**config.mk**
```make
export PLATFORM = sky130hd
export DESIGN_NAME = word_serializer
export DESIGN_NICKNAME = d
export VERILOG_FILES = /design/src/rtl/word_serializer_pkg.sv /design/src/rtl/word_serializer_bit_timer.sv /design/src/rtl/word_serializer.sv
export SDC_FILE = /design/constraint.sdc
export NUM_CORES = 1
export LEC_CHECK = 0
export CAP_MARGIN = 10
export CORE_ASPECT_RATIO = 0.9
export CORE_MARGIN = 2
export CORE_UTILIZATION = 49
export DETAILED_ROUTE_END_ITERATION = 12
export PLACE_DENSITY = 0.73
export SYNTH_ARGS = -nofsm -noshare
export SYNTH_HDL_FRONTEND = slang
export SYNTH_SLANG_ARGS = --single-unit
```
**constraint.sdc**
```tcl
create_clock -name clk -period 1.6 [get_ports clk]
set_input_delay 0.24 -clock clk [delete_from_list [all_inputs] [get_ports clk]]
set_output_delay 0.24 -clock clk [all_outputs]
set_load 0.005 [all_outputs]
```
**src/rtl/word_serializer_pkg.sv**
```systemverilog
// Shared types and helpers for the framed parallel-to-serial transmitter.
package word_serializer_pkg;

  typedef enum logic [2:0] {
    IDLE,
    START,
    DATA,
    PARITY,
    STOP
  } state_e;

  // Serial bit periods in one frame: start + data + optional parity + stop.
  function automatic int unsigned frame_bits(input int unsigned width, input bit parity_en);
    return width + 32'd2 + (parity_en ? 32'd1 : 32'd0);
  endfunction

endpackage

```
**src/rtl/word_serializer_bit_timer.sv**
```systemverilog
// Bit-period timer: tick marks the last clock of each DIV-cycle serial bit.
module bit_timer
  import word_serializer_pkg::*;
#(
  parameter int unsigned DIV = 4
) (
  input  logic clk,
  input  logic rst_n,
  input  logic run,
  output logic tick
);

  localparam int unsigned CW = (DIV > 1) ? $clog2(DIV) : 1;
  localparam logic [CW-1:0] LAST = CW'(DIV - 1);

  logic [CW-1:0] cnt_q, cnt_d;

  always_comb begin
    cnt_d = cnt_q;
    if (!run || (cnt_q == LAST)) begin
      cnt_d = '0;
    end else begin
      cnt_d = cnt_q + CW'(1);
    end
  end

  assign tick = run && (cnt_q == LAST);

  always_ff @(posedge clk or negedge rst_n) begin
    if (!rst_n) begin
      cnt_q <= '0;
    end else begin
      cnt_q <= cnt_d;
    end
  end

endmodule

```
**src/rtl/word_serializer.sv**
```systemverilog
// Framed serial transmitter with a one-word holding buffer for gap-free
// back-to-back frames: start(0), data LSB first, optional even parity, stop(1).
module word_serializer
  import word_serializer_pkg::*;
#(
  parameter int unsigned WIDTH     = 5,
  parameter int unsigned DIV       = 4,
  parameter bit          PARITY_EN = 1'b1
) (
  input  logic             clk,
  input  logic             rst_n,
  input  logic             in_valid,
  input  logic [WIDTH-1:0] in_data,
  output logic             in_ready,
  output logic             ser_o,
  output logic             busy,
  output logic             frame_done
);

  localparam int unsigned IW = (WIDTH > 1) ? $clog2(WIDTH) : 1;
  localparam logic [IW-1:0] LAST_BIT = IW'(WIDTH - 1);

  state_e           state_q, state_d;
  logic [WIDTH-1:0] shift_q, shift_d;
  logic [WIDTH-1:0] hold_data_q, hold_data_d;
  logic [WIDTH-1:0] shifted;
  logic [IW-1:0]    idx_q, idx_d;
  logic             par_q, par_d;
  logic             hold_full_q, hold_full_d;
  logic             ser_q, ser_d;
  logic             busy_q, busy_d;
  logic             done_q, done_d;
  logic             ready_q, ready_d;
  logic             load;
  logic             tick;

  bit_timer #(
    .DIV(DIV)
  ) u_bit_timer (
    .clk  (clk),
    .rst_n(rst_n),
    .run  (state_q != IDLE),
    .tick (tick)
  );

  assign shifted = shift_q >> 1;

  // Next-state: frame sequencing, hold-buffer refill and accept.
  always_comb begin
    state_d     = state_q;
    shift_d     = shift_q;
    idx_d       = idx_q;
    par_d       = par_q;
    hold_full_d = hold_full_q;
    hold_data_d = hold_data_q;
    ser_d       = ser_q;
    done_d      = 1'b0;
    load        = 1'b0;

    case (state_q)
      IDLE: begin
        if (hold_full_q) load = 1'b1;
      end
      START: begin
        if (tick) begin
          state_d = DATA;
          ser_d   = shift_q[0];
        end
      end
      DATA: begin
        if (tick) begin
          if (idx_q == LAST_BIT) begin
            if (PARITY_EN) begin
              state_d = PARITY;
              ser_d   = par_q;
            end else begin
              state_d = STOP;
              ser_d   = 1'b1;
            end
          end else begin
            idx_d   = idx_q + IW'(1);
            shift_d = shifted;
            ser_d   = shifted[0];
          end
        end
      end
      PARITY: begin
        if (tick) begin
          state_d = STOP;
          ser_d   = 1'b1;
        end
      end
      STOP: begin
        if (tick) begin
          done_d = 1'b1;
          if (hold_full_q) begin
            load = 1'b1;
          end else begin
            state_d = IDLE;
            ser_d   = 1'b1;
          end
        end
      end
      default: begin
        state_d = IDLE;
        ser_d   = 1'b1;
      end
    endcase

    // Parity is latched from the word as loaded, not the shifting copy.
    if (load) begin
      state_d     = START;
      shift_d     = hold_data_q;
      par_d       = ^hold_data_q;
      idx_d       = '0;
      hold_full_d = 1'b0;
      ser_d       = 1'b0;
    end

    if (in_valid && ready_q) begin
      hold_full_d = 1'b1;
      hold_data_d = in_data;
    end
  end

  assign busy_d  = (state_d != IDLE);
  assign ready_d = !hold_full_d;

  always_ff @(posedge clk or negedge rst_n) begin
    if (!rst_n) begin
      state_q     <= IDLE;
      shift_q     <= '0;
      idx_q       <= '0;
      par_q       <= 1'b0;
      hold_full_q <= 1'b0;
      hold_data_q <= '0;
      ser_q       <= 1'b1;
      busy_q      <= 1'b0;
      done_q      <= 1'b0;
      ready_q     <= 1'b1;
    end else begin
      state_q     <= state_d;
      shift_q     <= shift_d;
      idx_q       <= idx_d;
      par_q       <= par_d;
      hold_full_q <= hold_full_d;
      hold_data_q <= hold_data_d;
      ser_q       <= ser_d;
      busy_q      <= busy_d;
      done_q      <= done_d;
      ready_q     <= ready_d;
    end
  end

  assign in_ready   = ready_q;
  assign ser_o      = ser_q;
  assign busy       = busy_q;
  assign frame_done = done_q;

endmodule

```
# --- Word level (Yosys, flattened, before mapping) ---
# Index checks and enable logic that the tools add are counted.
op_classes:
  n_addsub: 2
  n_eq_ne: 13
  muxes: 32
  n_reduce_logical: 13
op_table:
  columns: ["cell", "count"]
  rows:
  - ["2-to-1 mux 3 bit", 11]
  - ["2-to-1 mux 5 bit", 4]
  - ["inequality test 3 bit (second input constant)", 5]
  - ["case mux 3 bit (5 select lines)", 1]
  - ["2-to-1 mux 1 bit", 13]
  - ["== test 3 x 2 -> 1 bit (second input constant)", 2]
  - ["== test 3 bit (second input constant)", 2]
  - ["AND reduction 6 bit", 1]
  - ["nonzero test 3 bit", 2]
  - ["case mux 1 bit (5 select lines)", 1]
  - ["parity 5 bit", 1]
  - ["inequality test 2 bit (second input constant)", 2]
  - ["nonzero test 2 bit", 2]
  - ["adder 3 x 1 -> 3 bit (second input constant)", 1]
  - ["== test 3 x 1 -> 1 bit (second input constant)", 1]
  - ["zero test 3 bit", 1]
  - ["AND reduction 3 bit", 1]
  - ["adder 2 x 1 -> 2 bit (second input constant)", 1]
  - ["== test 2 bit (second input constant)", 1]
  - ["logical AND 1 bit", 2]
  - ["zero test 1 bit", 2]
  - ["2-to-1 mux 2 bit", 1]
  - ["case mux 1 bit (2 select lines)", 1]
  - ["logical OR 1 bit", 1]
totals:
  ff_bits: 24
  input_bits: 8
  out_inout_bits: 4

# --- Longest topological paths before layout ---
# Gate-level depths: netlist of run 1.
depth:
  depth_word: 7
  ltp_mapped: 6
  mapped_depth_nobuf: 6

# --- Modules after synthesis ---
# From an unflattened synthesis of run 1, not the netlist that was laid out.
unflattened:
  cells_unflattened: 111
  hier_area_um2: 1216.2
by_module_without_submodules:
  columns: ["module", "n_inst", "cells_each", "area_per_inst_um2"]
  rows:
  - ["word_serializer", 1, 105, 1124.8]
  - ["bit_timer", 1, 6, 91.3]

# --- Least setup slack after synthesis of run 1 ---
# Ideal clock, no wire load.
synth_timing:
  kind: "register to register"
  start: "reg state_q[0]"
  end: "reg shift_q[3]"
  setup_time_ns: 0.123
  t_arrival_ns: 1.469
  path_slack_ns: 0.008
  stages_incl_launch_ff: 6
  synth_period_minus_slack_ns: 1.592
  cell_sequence: "dfrtp_1 -> buf_4 -> nor3_4 -> mux2_4 -> a21boi_4 -> o2bb2a_2"
synth_between:
  elab_chain_len: 6
synth_rtl:
  columns: ["element", "line", "source"]
  rows:
  - ["from (decl)", "word_serializer.sv:23", "state_e state_q, state_d;"]
  - ["from (signal assigned)", "word_serializer.sv:142", "state_q <= state_d;"]
  - ["nonzero test 3 bit", "word_serializer.sv:42", ".run (state_q != IDLE),"]
  - ["logical AND 1 bit", "word_serializer_bit_timer.sv:27", "assign tick = run && (cnt_q == LAST);"]
  - ["2-to-1 mux 1 bit", "word_serializer.sv:94", "if (tick) begin"]
  - ["case mux 1 bit (2 select lines)", "word_serializer.sv:60", "case (state_q)"]
  - ["inequality test 2 bit (no line) or nonzero test 2 bit (tied branches)", null, null]
  - ["AND reduction 3 bit (no line)", null, null]
  - ["to (signal assigned)", "word_serializer.sv:143", "shift_q <= shift_d;"]
  - ["to (decl)", "word_serializer.sv:24", "logic [WIDTH-1:0] shift_q, shift_d;"]
# Several ways; a longest one is shown, not always the timed one.
# A chain may end at the register's enable or synchronous reset.

# --- Final worst setup path of run 1 ---
layout_timing:
  start: "reg state_q[2]"
  end: "reg shift_q[3]"
# The elaborated chain is that of the path after synthesis.

==> results of run 1 <==
[metal layers]
metal  vias to the layer above  global-route usage, %  wire length, microns
li1                        416                      -                     -
met1                       387                   25.5                  1100
met2                        21                   28.8                   985
met3                         5                   2.62                   100
met4                         0                   7.32                    42
met5                         -                      0                     0
[power by group through the flow]
stage	sequential (mW)	combinational (mW)	clock (mW)
5_1_grt	1.20	1.41	0.317
4_1_cts	1.15	1.24	0.285
3_3_place_gp	1.15	1.21	0
2_1_floorplan	1.06	0.926	0
6_report	1.15	1.26	0.275
3_5_place_dp	1.17	1.25	0
[Yosys cell counts (3+ instances only)]
library cell	instances	area share (%)
a2bb2oi_1	3	2.3
dfrtp_1	22	48
ha_1	3	3.2
inv_1	5	1.6
mux2_2	5	4.9
nand2_1	7	2.3
nand3_1	3	1.3
nor2_1	5	1.6
o21ai_0	7	3.0
o22ai_1	5	2.7
xnor2_1	3	2.3
xor2_1	3	2.3
[sequential cells by signal, indices dropped and copies added, names as in the netlist]
| name | flops |
|---|---|
| busy | 1 |
| frame_done | 1 |
| hold_data_q | 5 |
| hold_full_q | 1 |
| idx_q | 3 |
| in_ready | 1 |
| par_q | 1 |
| ser_o | 1 |
| shift_q | 5 |
| state_q | 3 |
| u_bit_timer.cnt_q | 2 |
[worst max-delay path: stages (launching register included)]
cell and delay, ns:
dfrtp_2 0.47, nor3_4 0.22, mux2_4 0.33, a21boi_4 0.16, o2bb2a_2 0.26
[timing repair]
item,in CTS,in global routing
resized for setup,2,4
hold buffers,0,0
setup buffers,0,1
endpoints found under the setup margin,2,7
[metrics by stage]
step	setup WS (ns)	hold WS [ns]
after floorplan	0.00821	-0.0556
after global placement	0.0981	0.424
after detailed placement	0.0381	0.438
after CTS	0.0245	0.267
after global routing	0.00135	0.289
final	0.0606	0.262
[logic make-up after synthesis]
logic type      count (synthesis)
compound gates                 25
xor+xnor                        6
fa+ha+maj                       3
buf+inv                         8
flops                          24
mux                             6
simple gates                   30
[cell type report]
| type | count | area [sq um] |
|---|---|---|
| fill | 180 | 808 |
| multi-input combinational | 70 | 518 |
| tap | 27 | 33.8 |
| inverter | 5 | 18.8 |
| timing repair buffer | 22 | 190 |
| clock buffer | 4 | 26.3 |
| sequential | 24 | 607 |
[path summary, 6_finish.rpt]
kind | from | end | slack, ns
min reg2reg | u_bit_timer.cnt_q[0] | u_bit_timer.cnt_q[0] | 0.46
min | rst_n | shift_q[3] | 0.26
max in group asynchronous | rst_n | ser_o | 1.05
max | state_q[2] | shift_q[3] | 0.06
max reg2reg | state_q[2] | shift_q[3] | 0.06
min in group clk | u_bit_timer.cnt_q[0] | u_bit_timer.cnt_q[0] | 0.46
[cells in the final DEF, fill, tap and decap left out, types with 2 or more instances in the layout]
master	instances
clkdlybuf4s50_1	9
dlygate4sd2_1	2
nand2_1	7
and3_1	2
xnor2_1	3
dfstp_2	2
mux2_2	5
a2bb2oi_1	3
clkbuf_4	3
buf_4	11
a21oi_1	2
o21ai_0	7
inv_1	5
nand3_1	3
o22ai_1	5
dfrtp_2	3
and2_1	2
nor3_1	2
nor2_1	5
ha_1	3
xor2_1	3
dfrtp_1	19
==> run summary, run 1 <==
Outcome: completed
Initial Util: 52.5%
Crit path arrival time: 1.76 ns
Max Cap Viol: 0
Number of flops mapped to enable cells by yosys: 0
Syn Nets: 113
Synth cell types: 36
Period utilisation layout: 96.2%
Syn Inst Count: 102
Final setup fails: 0
Post-DRT Antenna Nets: 0
Synth Cell Area: 1160 sq um
Tot Pwr: 2.69 mW
Switching pwr: 1000 uW
Switching Share: 37.2%
Area Growth Syn to Fin: 20.6%
Routed vias: 829
Routability cong.: 0.808
Final Hold Vio Count: 0
Adder-Cell Fraction of Synth Area: 3.25%
Root buffer cell: clkbuf_4
Area post-placement: 1360 sq um
Full die area: 2760 sq um
CTS max path bufs: 2
Clk pin slew, worst setup/hold paths: 0.12 ns
Core area: 2200 sq um
CP Class: register to register
Max FO, Critical Path: 7
Post-DR wirelength/cell: 14.6 microns
Max Fclk: 650 MHz
FF-to-FF path depth: 4
Die Y: 50.1 microns
Crit. End Element: register
Placed cells: 147
Largest family of logic cells by synthesized area: compound AO/OA/AOI/OAI gates
Clock sinks: 24
Internal power: 1.69 mW
Fraction of layout cells with a size suffix above 1: 25.6%
Post-Synth XOR/XNOR Area: 4.55%
Drt first pass iters: 4
Vias per cell: 5.45
Die W: 55.2 microns
I/O pins: 12
Synthesis-stage register bit count: 24
Clock power share: 10.2%
Iteration-0 DRC Markers: 19
Worst min path class: primary input to asynchronous set/reset pin
Worst-Skew Late Latency: 0.31 ns
Synth Area in Compound Gates: 15.7%
DRC: 0
Slew margin rel.: 78.9%
Synth Flop Type: dfrtp_1
Maximum vdd drop: 0.977 mV
Slew Limit Fails: 0
Yosys warnings: 0
DP HPWL: 1700 microns
Worst Path Required: 1.82 ns
Syn_area_per_cell: 11.3 sq um
GRT Util Overall: 18.3%
Crit path time final: 1.54 ns
IO Port Bufs: 11
Clock Skew: 0.00151 ns
Drt total wl: 2230 microns
Vias in the first global route: 828
Cts bufs inserted: 3
Nets@finish: 137
Initial antenna violation count: 0
Sequential power share: 42.9%
Combinational power share: 46.9%
Pleak: 0.593 nW
Post-Synth Simple-Gate Area: 14.9%
TritonCTS clock tree: yes
CP startpoint kind: register
CTS H-tree lvls: 1
Total congestion overflow: 0
Ys async rst share: 100%
Pin count of the biggest net entering global routing: 25
Register area share after synthesis: 52.2%
Non-Filler Instances: 152
Util after Layout: 63.3%
Antenna diode instance count: 0
Placement Rows: 16
RSZ-0062 raised after global routing: false
Power per cell area: 1930 nW/um^2
Finished Cell Area: 1390 sq um
Worst Tran Pin Value: 0.315 ns
Mux share of post-synthesis cell area: 6.17%
Sum Neg Setup Slack: 0 ns
First-pass GRT wire length: 3930 microns
Power figures use the tool's default switching activity.
==> run 2, diff against run 1 <==
--- a/config.mk
+++ b/config.mk
@@ -8,9 +8,9 @@
 export CAP_MARGIN = 10
 export CORE_ASPECT_RATIO = 0.9
 export CORE_MARGIN = 2
-export CORE_UTILIZATION = 49
+export CORE_UTILIZATION = 45
 export DETAILED_ROUTE_END_ITERATION = 12
-export PLACE_DENSITY = 0.73
+export PLACE_DENSITY = 0.68
 export SYNTH_ARGS = -nofsm -noshare
 export SYNTH_HDL_FRONTEND = slang
 export SYNTH_SLANG_ARGS = --single-unit
==> run 2 against run 1 <==
  * Critical path depth did not move
  * Critical endpoint unchanged
  * Worst setup slack got worse by 0.0040 ns
  * Via count rose by 0.12%
  * Critical path type unchanged
  * Highest routed layer unchanged
  * Sequential share of layout area fell by 0.46 points
  * Register-to-register slack barely moved
==> run summary, run 2 (synthesis results as in run 1) <==
CP startpoint kind: register
Power per cell area: 1950 nW/um^2
Routability cong.: 0.860
Outcome: completed
Period utilisation layout: 96.5%
Largest regs: hold_data_q (5), shift_q (5)
Dpl ws: 0.0509 ns
Commonest cells after routing, fill and taps aside: dfrtp_1, clkdlybuf4s50_1, buf_4, nand2_1, o21ai_0
Tot Pwr: 2.72 mW
Initial antenna violation count: 0
Core area: 2450 sq um
Worst Path Required: 1.81 ns
Post-DRT Antenna Nets: 0
Drt total wl: 2140 microns
Root buffer cell: clkbuf_4
GRT Util Overall: 16.4%
Clk pin slew, worst setup/hold paths: 0.13 ns
Placement Rows: 17
Maximum vdd drop: 1.00 mV
Cts bufs inserted: 3
DP HPWL: 1660 microns
Crit. End Element: register
Antenna diode instance count: 0
CTS max path bufs: 2
CTS Hold Bufs: 0
Pin count of the biggest net entering global routing: 25
Final hold slack: 0.258 ns
Nets@finish: 135
Switching pwr: 1.00 mW
Drt first pass iters: 4
CP Class: register to register
Crit path time final: 1.54 ns
IO Port Bufs: 11
Sum Neg Setup Slack: 0 ns
Min setup slack post-route: 0.0566 ns
DRC: 0
Layout filler cell count: 215
Combinational power share: 46.8%
Slew margin rel.: 75.3%
Internal power: 1.72 mW
Vias in the first global route: 790
RSZ-0062 raised after global routing: false
Total congestion overflow: 0
Worst min path class: primary input to asynchronous set/reset pin
Clock power share: 11.4%
Sequential power share: 41.9%
Max FO, Critical Path: 8
Worst Tran Pin Value: 0.369 ns
Placed cells: 147
Area Growth Syn to Fin: 21.1%
Commonest non-fill, non-tap cell in the layout: dfrtp_1
Vias per cell: 5.50
Non-Filler Instances: 151
Final Hold Vio Count: 0
Switching Share: 36.7%
Die Y: 52.1 microns
Crit path arrival time: 1.75 ns
I/O pins: 12
Initial Util: 47.3%
Max Fclk: 648 MHz
RR Endpoint: shift_q[3]
Clock sinks: 24
Die W: 57.4 microns
Iteration-0 DRC Markers: 17
Final setup fails: 0
R2R Setup Slk: 0.06 ns
Post-DR wirelength/cell: 14.2 microns
Clock Skew: 0.00685 ns
Worst R2R Start: state_q[1]
Slew Limit Fails: 0
Routed vias: 830
Pleak: 0.593 nW
TritonCTS clock tree: yes
FF-to-FF path depth: 4
Max Cap Viol: 0
Full die area: 2990 sq um
Worst-Skew Late Latency: 0.31 ns
First-pass GRT wire length: 3660 microns
Fraction of layout cells with a size suffix above 1: 23.6%
CTS H-tree lvls: 1
==> run 2: worst max-delay path by stage <==
stage,startpoint,endpoint,cells past startpoint
2_1_floorplan,state_q[0],shift_q[3],5
3_3_place_gp,u_bit_timer.cnt_q[0],shift_q[1],6
3_5_place_dp,u_bit_timer.cnt_q[0],shift_q[1],6
4_1_cts,u_bit_timer.cnt_q[0],shift_q[1],6
5_1_grt,state_q[0],shift_q[1],6
6_report,state_q[1],shift_q[3],4
==> run 2: layout make-up <==
cell class | count | area [sq um] | area share, %
Sequential cell | 24 | 603 | 43.1
Multi-Input combinational cell | 70 | 532 | 38.0
Timing Repair Buffer | 20 | 175 | 12.5
Clock buffer | 4 | 36.3 | 2.59
Tap cell | 28 | 35.0 | 2.50
Inverter | 5 | 18.8 | 1.34
==> run 2: power by group through the flow <==
stage	sequential, mW	clock, mW	combinational, mW
detailed placement	1.15	0	1.26
global route	1.18	0.341	1.43
finish	1.14	0.310	1.27
CTS	1.14	0.319	1.24
floorplan	1.06	0	0.926
global placement	1.14	0	1.23
==> run 2: routing by layer <==
metal	up-vias	routed length, microns	track usage, %
met5	-	0	0
met4	0	32	5.04
met3	4	101	5.72
met2	18	962	25.4
met1	403	1040	21.6
li1	405	-	-
==> run 2: critical path: stages, from the launching register on <==
cell,delay (ns)
dfrtp_1,0.51
nor3_4,0.19
mux2_4,0.32
a21boi_4,0.16
o2bb2a_2,0.26
==> run 2: what timing repair did <==
action,in CTS,in global routing
hold endpoints to repair,0,0
setup endpoints to repair,2,7
gates resized for setup,2,3
buffers inserted,0,0
==> run 2: stage by stage <==
step                      utilization, %  cell area [sq um]
after floorplan                        -               1160
after global routing                57.2               1400
after global placement              55.2               1350
after detailed placement            55.2               1350
after CTS                           56.6               1380
final                               57.2               1400
==> run 3, diff against run 2 <==
--- a/config.mk
+++ b/config.mk
@@ -5,6 +5,7 @@
 export SDC_FILE = /design/constraint.sdc
 export NUM_CORES = 1
 export LEC_CHECK = 0
+export ABC_AREA = 0
 export CAP_MARGIN = 10
 export CORE_ASPECT_RATIO = 0.9
 export CORE_MARGIN = 2
==> results of run 3 <==
The final DEF is identical to that of run 2; final timing and power are the same.
